[src/rtl/qspline_mul_pipe_if.sv]
// Sample/result bundle for qspline_mul_pipe: clock enable, operand pair with valid,
// and the scaled result with its valid and overflow flag.
interface qspline_mul_pipe_if #(
   parameter int din0_WIDTH = 16,
   parameter int din1_WIDTH = 16,
   parameter int dout_WIDTH = 32
);
   logic                         ce;
   logic                         in_valid;
   logic signed [din0_WIDTH-1:0] din0;
   logic signed [din1_WIDTH-1:0] din1;
   logic                         out_valid;
   logic signed [dout_WIDTH-1:0] dout;
   logic                         ovf;

   modport master (
      output ce, in_valid, din0, din1,
      input  out_valid, dout, ovf
   );

   modport slave (
      input  ce, in_valid, din0, din1,
      output out_valid, dout, ovf
   );
endinterface

[src/rtl/qspline_mul_pipe.sv]
// Pipelined signed multiplier with round-half-up rescaling and narrowing to dout_WIDTH.
// Out-of-range results saturate when QSPLINE_MUL_SAT_EN is defined, otherwise they wrap.
module qspline_mul_pipe #(
   parameter int ID         = 1,
   parameter int NUM_STAGE  = 3,
   parameter int din0_WIDTH = 16,
   parameter int din1_WIDTH = 16,
   parameter int dout_WIDTH = 32,
   parameter int FRAC_SHIFT = 0
) (
   input logic               clk,
   input logic               reset,
   qspline_mul_pipe_if.slave bus
);
   localparam int W     = din0_WIDTH + din1_WIDTH;
   localparam int NPIPE = (NUM_STAGE >= 3) ? NUM_STAGE - 2 : 1;
   localparam logic [W:0]        ONE = (W+1)'(1);
   localparam logic signed [W:0] RND = (ONE << FRAC_SHIFT) >> 1;

   logic signed [din0_WIDTH-1:0] a_mul;
   logic signed [din1_WIDTH-1:0] b_mul;
   logic signed [W-1:0]          a_ext;
   logic signed [W-1:0]          b_ext;
   logic signed [W-1:0]          prod;
   logic signed [W-1:0]          p_round;

   logic signed [W:0]             p_ext;
   logic signed [W:0]             r_full;
   logic [W-dout_WIDTH+1:0]       hi_bits;
   logic                          in_range;
   logic signed [dout_WIDTH-1:0]  dout_next;

   logic [NUM_STAGE-1:0]          valid_reg;
   logic signed [dout_WIDTH-1:0]  dout_reg;
   logic                          ovf_reg;

   generate
      if (NUM_STAGE >= 2) begin : g_in_reg
         logic signed [din0_WIDTH-1:0] a_reg;
         logic signed [din1_WIDTH-1:0] b_reg;

         always_ff @(posedge clk) begin
            if (reset) begin
               a_reg <= '0;
               b_reg <= '0;
            end else if (bus.ce) begin
               a_reg <= bus.din0;
               b_reg <= bus.din1;
            end
         end

         assign a_mul = a_reg;
         assign b_mul = b_reg;
      end else begin : g_in_comb
         assign a_mul = bus.din0;
         assign b_mul = bus.din1;
      end
   endgenerate

   // Operands are sign-extended to the full product width, so the W-bit product is exact.
   assign a_ext = {{(W-din0_WIDTH){a_mul[din0_WIDTH-1]}}, a_mul};
   assign b_ext = {{(W-din1_WIDTH){b_mul[din1_WIDTH-1]}}, b_mul};
   assign prod  = a_ext * b_ext;

   generate
      if (NUM_STAGE >= 3) begin : g_p_pipe
         logic signed [W-1:0] p_reg [NPIPE];

         always_ff @(posedge clk) begin
            if (reset) begin
               for (int i = 0; i < NPIPE; i++) p_reg[i] <= '0;
            end else if (bus.ce) begin
               p_reg[0] <= prod;
               for (int i = 1; i < NPIPE; i++) p_reg[i] <= p_reg[i-1];
            end
         end

         assign p_round = p_reg[NPIPE-1];
      end else begin : g_p_comb
         assign p_round = prod;
      end
   endgenerate

`ifdef QSPLINE_MUL_SAT_EN
   localparam logic signed [dout_WIDTH-1:0] DOUT_MAX = {1'b0, {(dout_WIDTH-1){1'b1}}};
   localparam logic signed [dout_WIDTH-1:0] DOUT_MIN = {1'b1, {(dout_WIDTH-1){1'b0}}};
`endif

   // One guard bit above the product keeps the rounding add from overflowing.
   always_comb begin
      p_ext     = {p_round[W-1], p_round};
      r_full    = (p_ext + RND) >>> FRAC_SHIFT;
      hi_bits   = r_full[W:dout_WIDTH-1];
      in_range  = (&hi_bits) | ~(|hi_bits);
`ifdef QSPLINE_MUL_SAT_EN
      dout_next = in_range ? r_full[dout_WIDTH-1:0] : (r_full[W] ? DOUT_MIN : DOUT_MAX);
`else
      dout_next = r_full[dout_WIDTH-1:0];
`endif
   end

   always_ff @(posedge clk) begin
      if (reset) begin
         valid_reg <= '0;
         dout_reg  <= '0;
         ovf_reg   <= 1'b0;
      end else if (bus.ce) begin
         valid_reg[0] <= bus.in_valid;
         for (int i = 1; i < NUM_STAGE; i++) valid_reg[i] <= valid_reg[i-1];
         dout_reg <= dout_next;
         ovf_reg  <= ~in_range;
      end
   end

   assign bus.out_valid = valid_reg[NUM_STAGE-1];
   assign bus.dout      = dout_reg;
   assign bus.ovf       = ovf_reg;
endmodule

[src/flat_wrapper.sv]
// flat-port wrapper written by rule: the top's interface ports become plain ports
module qspline_mul_pipe_flat 
#(
   parameter int ID         = 1,
   parameter int NUM_STAGE  = 3,
   parameter int din0_WIDTH = 16,
   parameter int din1_WIDTH = 16,
   parameter int dout_WIDTH = 32,
   parameter int FRAC_SHIFT = 0
)
  (clk, reset, bus_ce, bus_in_valid, bus_din0, bus_din1, bus_out_valid, bus_dout, bus_ovf);
  qspline_mul_pipe_if #(.din0_WIDTH(din0_WIDTH), .din1_WIDTH(din1_WIDTH), .dout_WIDTH(dout_WIDTH)) bus_i ();
  input logic clk;
  input logic reset;
  input wire logic [$bits(bus_i.ce)-1:0] bus_ce;
  input wire logic [$bits(bus_i.in_valid)-1:0] bus_in_valid;
  input wire logic [$bits(bus_i.din0)-1:0] bus_din0;
  input wire logic [$bits(bus_i.din1)-1:0] bus_din1;
  output wire logic [$bits(bus_i.out_valid)-1:0] bus_out_valid;
  output wire logic [$bits(bus_i.dout)-1:0] bus_dout;
  output wire logic [$bits(bus_i.ovf)-1:0] bus_ovf;
  assign bus_i.ce = bus_ce;
  assign bus_i.in_valid = bus_in_valid;
  assign bus_i.din0 = bus_din0;
  assign bus_i.din1 = bus_din1;
  assign bus_out_valid = bus_i.out_valid;
  assign bus_dout = bus_i.dout;
  assign bus_ovf = bus_i.ovf;
  qspline_mul_pipe #(.ID(ID), .NUM_STAGE(NUM_STAGE), .din0_WIDTH(din0_WIDTH), .din1_WIDTH(din1_WIDTH), .dout_WIDTH(dout_WIDTH), .FRAC_SHIFT(FRAC_SHIFT)) u_core (.clk(clk), .reset(reset), .bus(bus_i));
endmodule
[config.mk]
export PLATFORM = sky130hd
export DESIGN_NAME = qspline_mul_pipe_flat
export DESIGN_NICKNAME = d
export VERILOG_FILES = /design/src/rtl/qspline_mul_pipe_if.sv /design/src/rtl/qspline_mul_pipe.sv /design/src/flat_wrapper.sv
export SDC_FILE = /design/constraint.sdc
export NUM_CORES = 1
export LEC_CHECK = 0
export ABC_AREA = 1
export CAP_MARGIN = 20
export CORE_AREA = 4 4 194 196
export DETAILED_ROUTE_END_ITERATION = 16
export DIE_AREA = 0 0 198 200
export PLACE_DENSITY_LB_ADDON = 0.3
export SYNTH_ARGS = -nofsm -noshare
export SYNTH_HDL_FRONTEND = slang
export SYNTH_SLANG_ARGS = --single-unit
[constraint.sdc]
create_clock -name clk -period 6.2 [get_ports clk]
set_input_delay 1.55 -clock clk [delete_from_list [all_inputs] [get_ports clk]]
set_output_delay 1.55 -clock clk [all_outputs]
set_load 0.02 [all_outputs]
=== After elaboration in Yosys (flattened, before gate mapping) ===
Memories as Yosys holds them, arrays and structs flattened. A register that Yosys moved wholly into a read port is not among the register bits.
Index checks and enable logic that the tools add are counted.

* Multiply operators: 1
* Mux-type cells: 7
* Reduce and logical (&&, ||, !) cells: 1

{| class="wikitable"
|+ Operators by type and width
! kind !! number
|-
| $mul A16 B16 Y32 || 1
|-
| $mux W32 || 1
|-
| $reduce_or A32 Y1 || 1
|-
| $mux W1 || 6
|}

* RAM bits: 32
* Bits in registers: 35
* Memories: 1

{| class="wikitable"
|+ Memories
! memory !! words !! width !! rd ports !! clocked after Yosys merged registers in !! wr ports !! line !! text
|-
| u_core.g_p_pipe.p_reg || 1 || 32 || 1 || 1 || 1 || qspline_mul_pipe.sv:67 || <nowiki>logic signed [W-1:0] p_reg [NPIPE];</nowiki>
|}

=== Longest topological paths before layout ===
Gate-level depths: netlist (run 1).

* Depth after elaboration: 5
* Mapped depth: 26

=== Least setup slack after synthesis (run 1) ===
Ideal clock, no wire load.

* Path kind: flip-flop to flip-flop
* From: register u_core.g_in_reg.a_reg[15] (netlist: u_core.a_mul[15])
* To: memory u_core.g_p_pipe.p_reg[0][29] in the netlist's numbering (data pin)
* Library setup time: 251 ps
* Buffers on the path: 2
* Arrival: 5314 ps
* Cell stages (with the launch flop): 22
* Slack: 635 ps
* Data required time: 5949 ps
* Path through: dfxtp_1 -> clkbuf_1 -> clkbuf_1 -> nand2_1 -> inv_1 -> fa_1 -> fa_1 -> inv_1 -> fa_1 -> fa_1 -> fa_1 -> fa_1 -> inv_1 -> ha_1 -> nand2_1 -> nor2_1 -> nand2_1 -> nor3_2 -> nand2_1 -> nand3_1 -> and2_1 -> nor2_1

* Cells in the longest elaborated chain, start to end: 2

{| class="wikitable"
|+ Ends and longest elaborated chain
! element !! line !! text
|-
| start, declared || qspline_mul_pipe.sv:39 || <nowiki>logic signed [din0_WIDTH-1:0] a_reg;</nowiki>
|-
| start signal, assigned || qspline_mul_pipe.sv:47 || <nowiki>a_reg <= bus.din0;</nowiki>
|-
| $mul A16 B16 Y32 || qspline_mul_pipe.sv:63 || <nowiki>assign prod = a_ext * b_ext;</nowiki>
|-
| $mux W32 (no source line) || -- ||
|-
| end, declared || qspline_mul_pipe.sv:67 ||
|}

Every way passes these cells.

=== Final worst setup path (run 1) ===
* From: register u_core.g_in_reg.b_reg[5] (netlist: u_core.b_mul[5])
* To: memory u_core.g_p_pipe.p_reg[0][19] in the netlist's numbering (data pin)

* Cells in the longest elaborated chain, start to end: 2

{| class="wikitable"
|+ Ends and longest elaborated chain
! element !! line !! text
|-
| start, declared || qspline_mul_pipe.sv:40 || <nowiki>logic signed [din1_WIDTH-1:0] b_reg;</nowiki>
|-
| start signal, assigned || qspline_mul_pipe.sv:48 || <nowiki>b_reg <= bus.din1;</nowiki>
|-
| $mul A16 B16 Y32 || qspline_mul_pipe.sv:63 ||
|-
| $mux W32 (no source line) || -- ||
|}

Every way passes these cells.

==> flow_summary_export.csv, run 1 <==
group,metric,value,unit
run_status,status,"complete, no violations",
synth,ys_types,34,
synth,ys_warn_count,0,
floorplanning,die_y,200,um
sta,finalCriticalPeriod,5.80,ns
routing,wl_met1,14.8,mm
global_routing,first_global_vias,11900,
critical_path,cp_max_fo,10,
routing,firstDrtPassIters,5,
floorplanning,initial_utilization,39.3,%
critical_path,crit_path_start_kind,"register",
placement,dp_cells,2332,
routing,totalWireLength,35.8,mm
synth,avgSynthCellArea,7.73,um^2
clocking,cts_setup_buffers,0,
floorplanning,num_rows,70,
clocking,clkTransAtPathRegs,0.08,ns
layout,area_growth,11.5,%
routing,ant_nets,0,
critical_path,worst-r2r-setup-slack,0.40,ns
routing,dr_wl_met3,1.87,mm
synth,synth_top_area_cell,"fa_1",
placement,hpwl,29.8,mm
layout,multi_input_area,9730,um^2
synth,ys_top_cells_by_area,"fa_1, nand2_1, inv_1",
routing,top_layer,"met4",
synth,syn_inst,1835,
clocking,cts_resized,0,
synth,syn-cell-area,14200,um^2
sta,slew_headroom,47.8,%
floorplanning,io_pins,70,
routing,vias_per_cell,4.76,
clocking,root_buffer,"clkbuf_16",
routing,drt_iter0_markers,553,
synth,async_reset_ff_share,0,%
global_routing,grt_pass1_wl,60.8,mm
pwr,p_per_area,151,nW/um^2
critical_path,worstPathRequired,6.38,ns
global_routing,antenna_found_initial,0,
placement,gp_congestion,0.922,
layout,final_nets,2255,
placement,io_buffers,68,
pwr,p_leak,9.08,nW
critical_path,r2r_end,"u_core.g_p_pipe.p_reg[0][19]",
clocking,cts_tree,"done",
synth,synth_nets,2215,
global_routing,grt.overflow.total,0,
pwr,vdd_drop_max,0.152,mV
floorplanning,die_width,198,um
critical_path,critPathLaunch,"u_core.b_mul[5]",
layout,fin_cells,2348,
clocking,cts_buffer_depth,2,
floorplanning,dieArea,39600,um^2
clocking,clkLatencyLatePin,0.36,ns
global_routing,grt_max_degree,62,
synth,ys_ff_latch,99,
synth,synth_enable_flop_cells,32,
routing,drc_errors,0,
layout,fin_util,43.8,%
sta,worstMarginPinSlew,0.783,ns
worst_hold_path,min_path_type,"reg -> reg",
synth,synth_most_common_cell,"nand2_1",
synth,yosys-top-cells-count,"nand2_1, inv_1, fa_1",
routing,vias,11200,
floorplanning,coreArea,36100,um^2
sta,timing.final.crit_share,93.5,%
layout,antenna_cells_inserted,0,
layout,num-fill-cells,3677,
layout,final-seq-area,2300,um^2
layout,drive_gt1_share,5.11,%
sta,hold_violations,0,
critical_path,end_kind,"register",
global_routing,grt_usage,19.3,%
critical_path,endpoint,"u_core.g_p_pipe.p_reg[0][19]",
job,max_cap_viol_count,0,
sta,fin_setup_tns,0,ns
critical_path,critical_path_class,"reg -> reg",
synth,synth_top_area_share,37.0,%
clocking,cts-buffers-inserted,9,
routing,met2_length,18.4,mm
placement,dpl_cell_area,15500,um^2
clocking,hold_buffers,0,
sta,setup_viol,0,
critical_path,worst-endpoint-arrival,5.98,ns
synth,ys_seq_area_share,16.2,%
sta,grt_setup_unrepaired,"false",
critical_path,rr_worst_depth,23,
sta,max_freq,172,MHz
sta,fin_skew,0.0149,ns
layout,fin_area,15800,um^2
clocking,h-tree-depth,3,
sta,drv_slew,0,
clocking,cts_sinks,99,
synth,synth_ff_type,"dfxtp_1",
routing,drt-wirelength-per-cell,15.3,um
critical_path,r2r_start,"u_core.b_mul[5]",
sta,holdWs,0.432,ns
-- through the flow --
stage               power (mW)  setup slack (ns)
floorplan                 1.47             0.635
global placement          1.77             0.282
detailed placement        1.78             0.260
CTS                       2.42             0.230
global route              2.58            0.0358
finish                    2.38             0.401
-- kinds of logic (layout without fill, tap and decap cells) --
logic type | after synthesis | in the layout | share of synthesized area (%)
adders and majority gates | 344 | 344 | 44.2
and+or+nand+nor | 747 | 747 | 21.5
other | 1 | 1 | 0.0264
AOI/OAI and AO/OA | 67 | 67 | 2.59
xor gates and xnor gates | 4 | 4 | 0.247
DFF | 99 | 99 | 16.2
buffers and inverters | 573 | 618 | 15.3
-- routing by layer --
layer	global-route usage (%)	vias to the layer above
met2	34.7	283
met3	2.13	51
li1	-	5336
met4	4.82	0
met5	0	-
met1	25.0	5511
-- report_power, final --
group / leakage, nW / switching (mW) / internal, mW
registers: 0.905 / 0.0485 / 0.728
logic: 8.03 / 0.613 / 0.370
clock network: 0.151 / 0.292 / 0.330
-- area by class of cell --
class | instances | area share (%)
multi-input combinational | 1163 | 61.5
timing repair buffer | 114 | 6.67
tap | 468 | 3.70
sequential | 99 | 14.6
inverter | 488 | 11.6
clock inverter | 6 | 0.451
clock buffer | 10 | 1.51
-- cell usage in the layout (no fill, tap or decap), drive strengths merged, types with 2 or more instances in the layout --
cell type,synthesis,routed
clkbuf,74,10
nand4,8,8
xnor2,3,3
o21bai,5,5
a21oi,35,35
nand3,88,88
buf,11,46
inv,487,491
and2,4,4
fa,262,262
nand2,550,550
ha,82,82
edfxtp,32,32
clkdlybuf4s50,0,68
nor2,87,87
o21a,4,4
dfxtp,67,67
o21ai,21,21
nand3b,2,2
nor3,8,8
-- critical path, cell delays in order (launching register included) --
cell,delay (ns)
dfxtp_1,0.59
buf_4,0.27
nand2_1,0.07
inv_1,0.07
fa_1,0.41
inv_1,0.07
fa_1,0.43
fa_1,0.51
inv_1,0.05
fa_1,0.48
fa_1,0.51
inv_1,0.06
fa_1,0.51
inv_1,0.05
ha_1,0.37
nand2_1,0.10
nand2_1,0.08
a21oi_1,0.32
nand3_2,0.19
nand2_1,0.09
nand2_1,0.07
nand2_1,0.06
nand2_1,0.05
nor2_1,0.19
-- worst min-delay path by stage --
stage	from	endpoint	slack (ns)	cells past startpoint
global placement	u_core.g_p_pipe.p_reg[0][0]	u_core.bus.dout[0]	0.42	2
floorplan	u_core.g_p_pipe.p_reg[0][0]	u_core.bus.dout[0]	0.41	2
detailed placement	u_core.g_p_pipe.p_reg[0][20]	u_core.bus.dout[20]	0.42	2
global route	u_core.g_p_pipe.p_reg[0][7]	u_core.bus.dout[7]	0.45	2
CTS	u_core.g_p_pipe.p_reg[0][20]	u_core.bus.dout[20]	0.44	2
finish	u_core.g_p_pipe.p_reg[0][7]	u_core.bus.dout[7]	0.43	2
(Power assumes the default switching activity.)
==> inputs of run 2 (changes only) <==
--- a/config.mk
+++ b/config.mk
@@ -7,9 +7,9 @@
 export LEC_CHECK = 0
 export ABC_AREA = 1
 export CAP_MARGIN = 20
-export CORE_AREA = 4 4 194 196
+export CORE_AREA = 4 4 166 168
 export DETAILED_ROUTE_END_ITERATION = 16
-export DIE_AREA = 0 0 198 200
+export DIE_AREA = 0 0 170 172
 export PLACE_DENSITY_LB_ADDON = 0.3
 export SYNTH_ARGS = -nofsm -noshare
 export SYNTH_HDL_FRONTEND = slang
==> flow_summary_export.csv, run 2 (synthesis results as in run 1) <==
group,metric,value,unit
run_status,status,"complete, no violations",
pwr,vdd_drop_max,0.136,mV
clocking,hold_buffers,0,
pwr,sw_frac_of_total,40.9,%
pwr,p_leak,9.04,nW
critical_path,worst-endpoint-arrival,6.02,ns
pwr,pwr-share-clk,25.5,%
critical_path,r2r_start,"u_core.a_mul[13]",
floorplanning,initial_utilization,54.8,%
critical_path,worstPathRequired,6.31,ns
routing,totalWireLength,35.5,mm
critical_path,cp_slowest_stage_delay,0.62,ns
placement,gp_congestion,0.970,
sta,max_freq,169,MHz
layout,final_common_cell,"nand2_1",
critical_path,critPathLaunch,"u_core.a_mul[13]",
sta,hold_violations,0,
routing,ant_nets,0,
floorplanning,coreArea,25900,um^2
clocking,cts_setup_buffers,0,
routing,vias,11300,
clocking,root_buffer,"clkbuf_16",
sta,slew_headroom,46.6,%
pwr,p_total,2.35,mW
critical_path,cpMostUsedCell,"fa_1",
floorplanning,io_pins,70,
layout,multi_input_area,9730,um^2
floorplanning,die_y,172,um
clocking,cts-buffers-inserted,9,
clocking,cts_buffer_depth,2,
sta,worstMarginPinSlew,0.800,ns
clocking,cts_resized,0,
critical_path,cp_max_fo,10,
routing,drt_iter0_markers,805,
pwr,p_per_area,151,nW/um^2
pwr,comb_power_share,41.5,%
layout,final-seq-area,2300,um^2
global_routing,antenna_found_initial,0,
critical_path,worstPathCellList,"buf_4 > nand2_1 > fa_1 > inv_1 > fa_1 > fa_1 > fa_1 > fa_1 > inv_1 > fa_1 > inv_1 > ha_1 > nand2_1 > nor2_1 > inv_1 > nor2_2 > nand4_1 > nand2_1 > nand2_1 > nand2_1 > nor2_1",
sta,setup_viol,0,
floorplanning,num_rows,59,
sta,fin_skew,0.0218,ns
worst_hold_path,hold_path_startpoint,"u_core.g_p_pipe.p_reg[0][8]",
placement,dp_cells,2192,
global_routing,first_global_vias,12100,
routing,drc_errors,0,
job,max_cap_viol_count,0,
layout,drive_gt1_share,4.59,%
sta,grt_setup_unrepaired,"false",
routing,vias_per_cell,5.11,
layout,antenna_cells_inserted,0,
sta,fin_setup_tns,0,ns
sta,finalCriticalPeriod,5.91,ns
layout,fin_cells,2208,
layout,num-fill-cells,2315,
critical_path,critical_path_class,"reg -> reg",
clocking,cts_tree,"done",
critical_path,end_kind,"register",
pwr,intPower,1.39,mW
floorplanning,die_width,170,um
routing,firstDrtPassIters,6,
clocking,clkLatencyLatePin,0.36,ns
clocking,clkTransAtPathRegs,0.08,ns
pwr,p_seq_share,33.0,%
placement,io_buffers,68,
routing,drt-wirelength-per-cell,16.1,um
global_routing,grt.overflow.total,0,
global_routing,grt_pass1_wl,60.4,mm
pwr,p_sw,0.961,mW
floorplanning,dieArea,29200,um^2
clocking,h-tree-depth,3,
critical_path,crit_path_start_kind,"register",
sta,timing.final.crit_share,95.3,%
sta,drv_slew,0,
layout,area_growth,9.57,%
clocking,cts_sinks,99,
placement,hpwl,29.5,mm
global_routing,grt_max_degree,61,
worst_hold_path,min_path_type,"reg -> reg",
layout,final_cell_mix,"nand2_1, inv_1, fa_1",
layout,final_nets,2248,
global_routing,grt_usage,26.1,%
critical_path,crit_slowest_cell,"dfxtp_1",
run 2: power by group through the flow:
stage	Clock, mW	Combinational [mW]	Sequential, mW
after floorplan	0	0.696	0.773
after global placement	0	0.961	0.787
after detailed placement	0	0.974	0.788
after CTS	0.610	0.984	0.775
after global routing	0.629	1.11	0.783
final	0.598	0.974	0.776
run 2: cell type report:
class	count	area share (%)
Timing Repair Buffer	107	6.26
Tap cell	335	2.70
Clock inverter	6	0.354
Multi-Input combinational cell	1163	62.6
Inverter	488	11.8
Sequential cell	99	14.8
Clock buffer	10	1.54
run 2: path summary, 6_finish.rpt:
path | end | slack (ns) | cells past startpoint
setup reg to reg | u_core.g_p_pipe.p_reg[0][23] | 0.29 | 21
hold / removal | u_core.bus.dout[8] | 0.43 | 2
setup / recovery | u_core.g_p_pipe.p_reg[0][23] | 0.29 | 21
hold reg to reg | u_core.bus.dout[8] | 0.43 | 2
run 2: per-layer routing:
layer	global-route usage (%)	share of wire, %	up-vias
li1	-	-	5318
met1	34.3	40	5544
met2	46.3	51	351
met3	2.31	5.4	74
met4	7.99	3.1	0
met5	0	0	-
run 2: worst max-delay path, delay by kind of cell, from the launching register on:
family | cells | cell delay [ns]
AND/OR/NAND/NOR | 9 | 1.11
flip-flops | 1 | 0.62
adder cells (fa/ha/maj) | 7 | 3.43
buffers and inverters | 5 | 0.50
run 2: metrics by stage:
step	area (um^2)	worst slack (ns)	utilization, %	hold slack [ns]
floorplan	14200	0.635	-	0.412
global placement	15300	0.309	58.9	0.416
detailed placement	15300	0.300	58.9	0.425
CTS	15500	0.255	60.0	0.436
global route	15500	0.0183	60.0	0.451
finish	15500	0.293	60.0	0.434
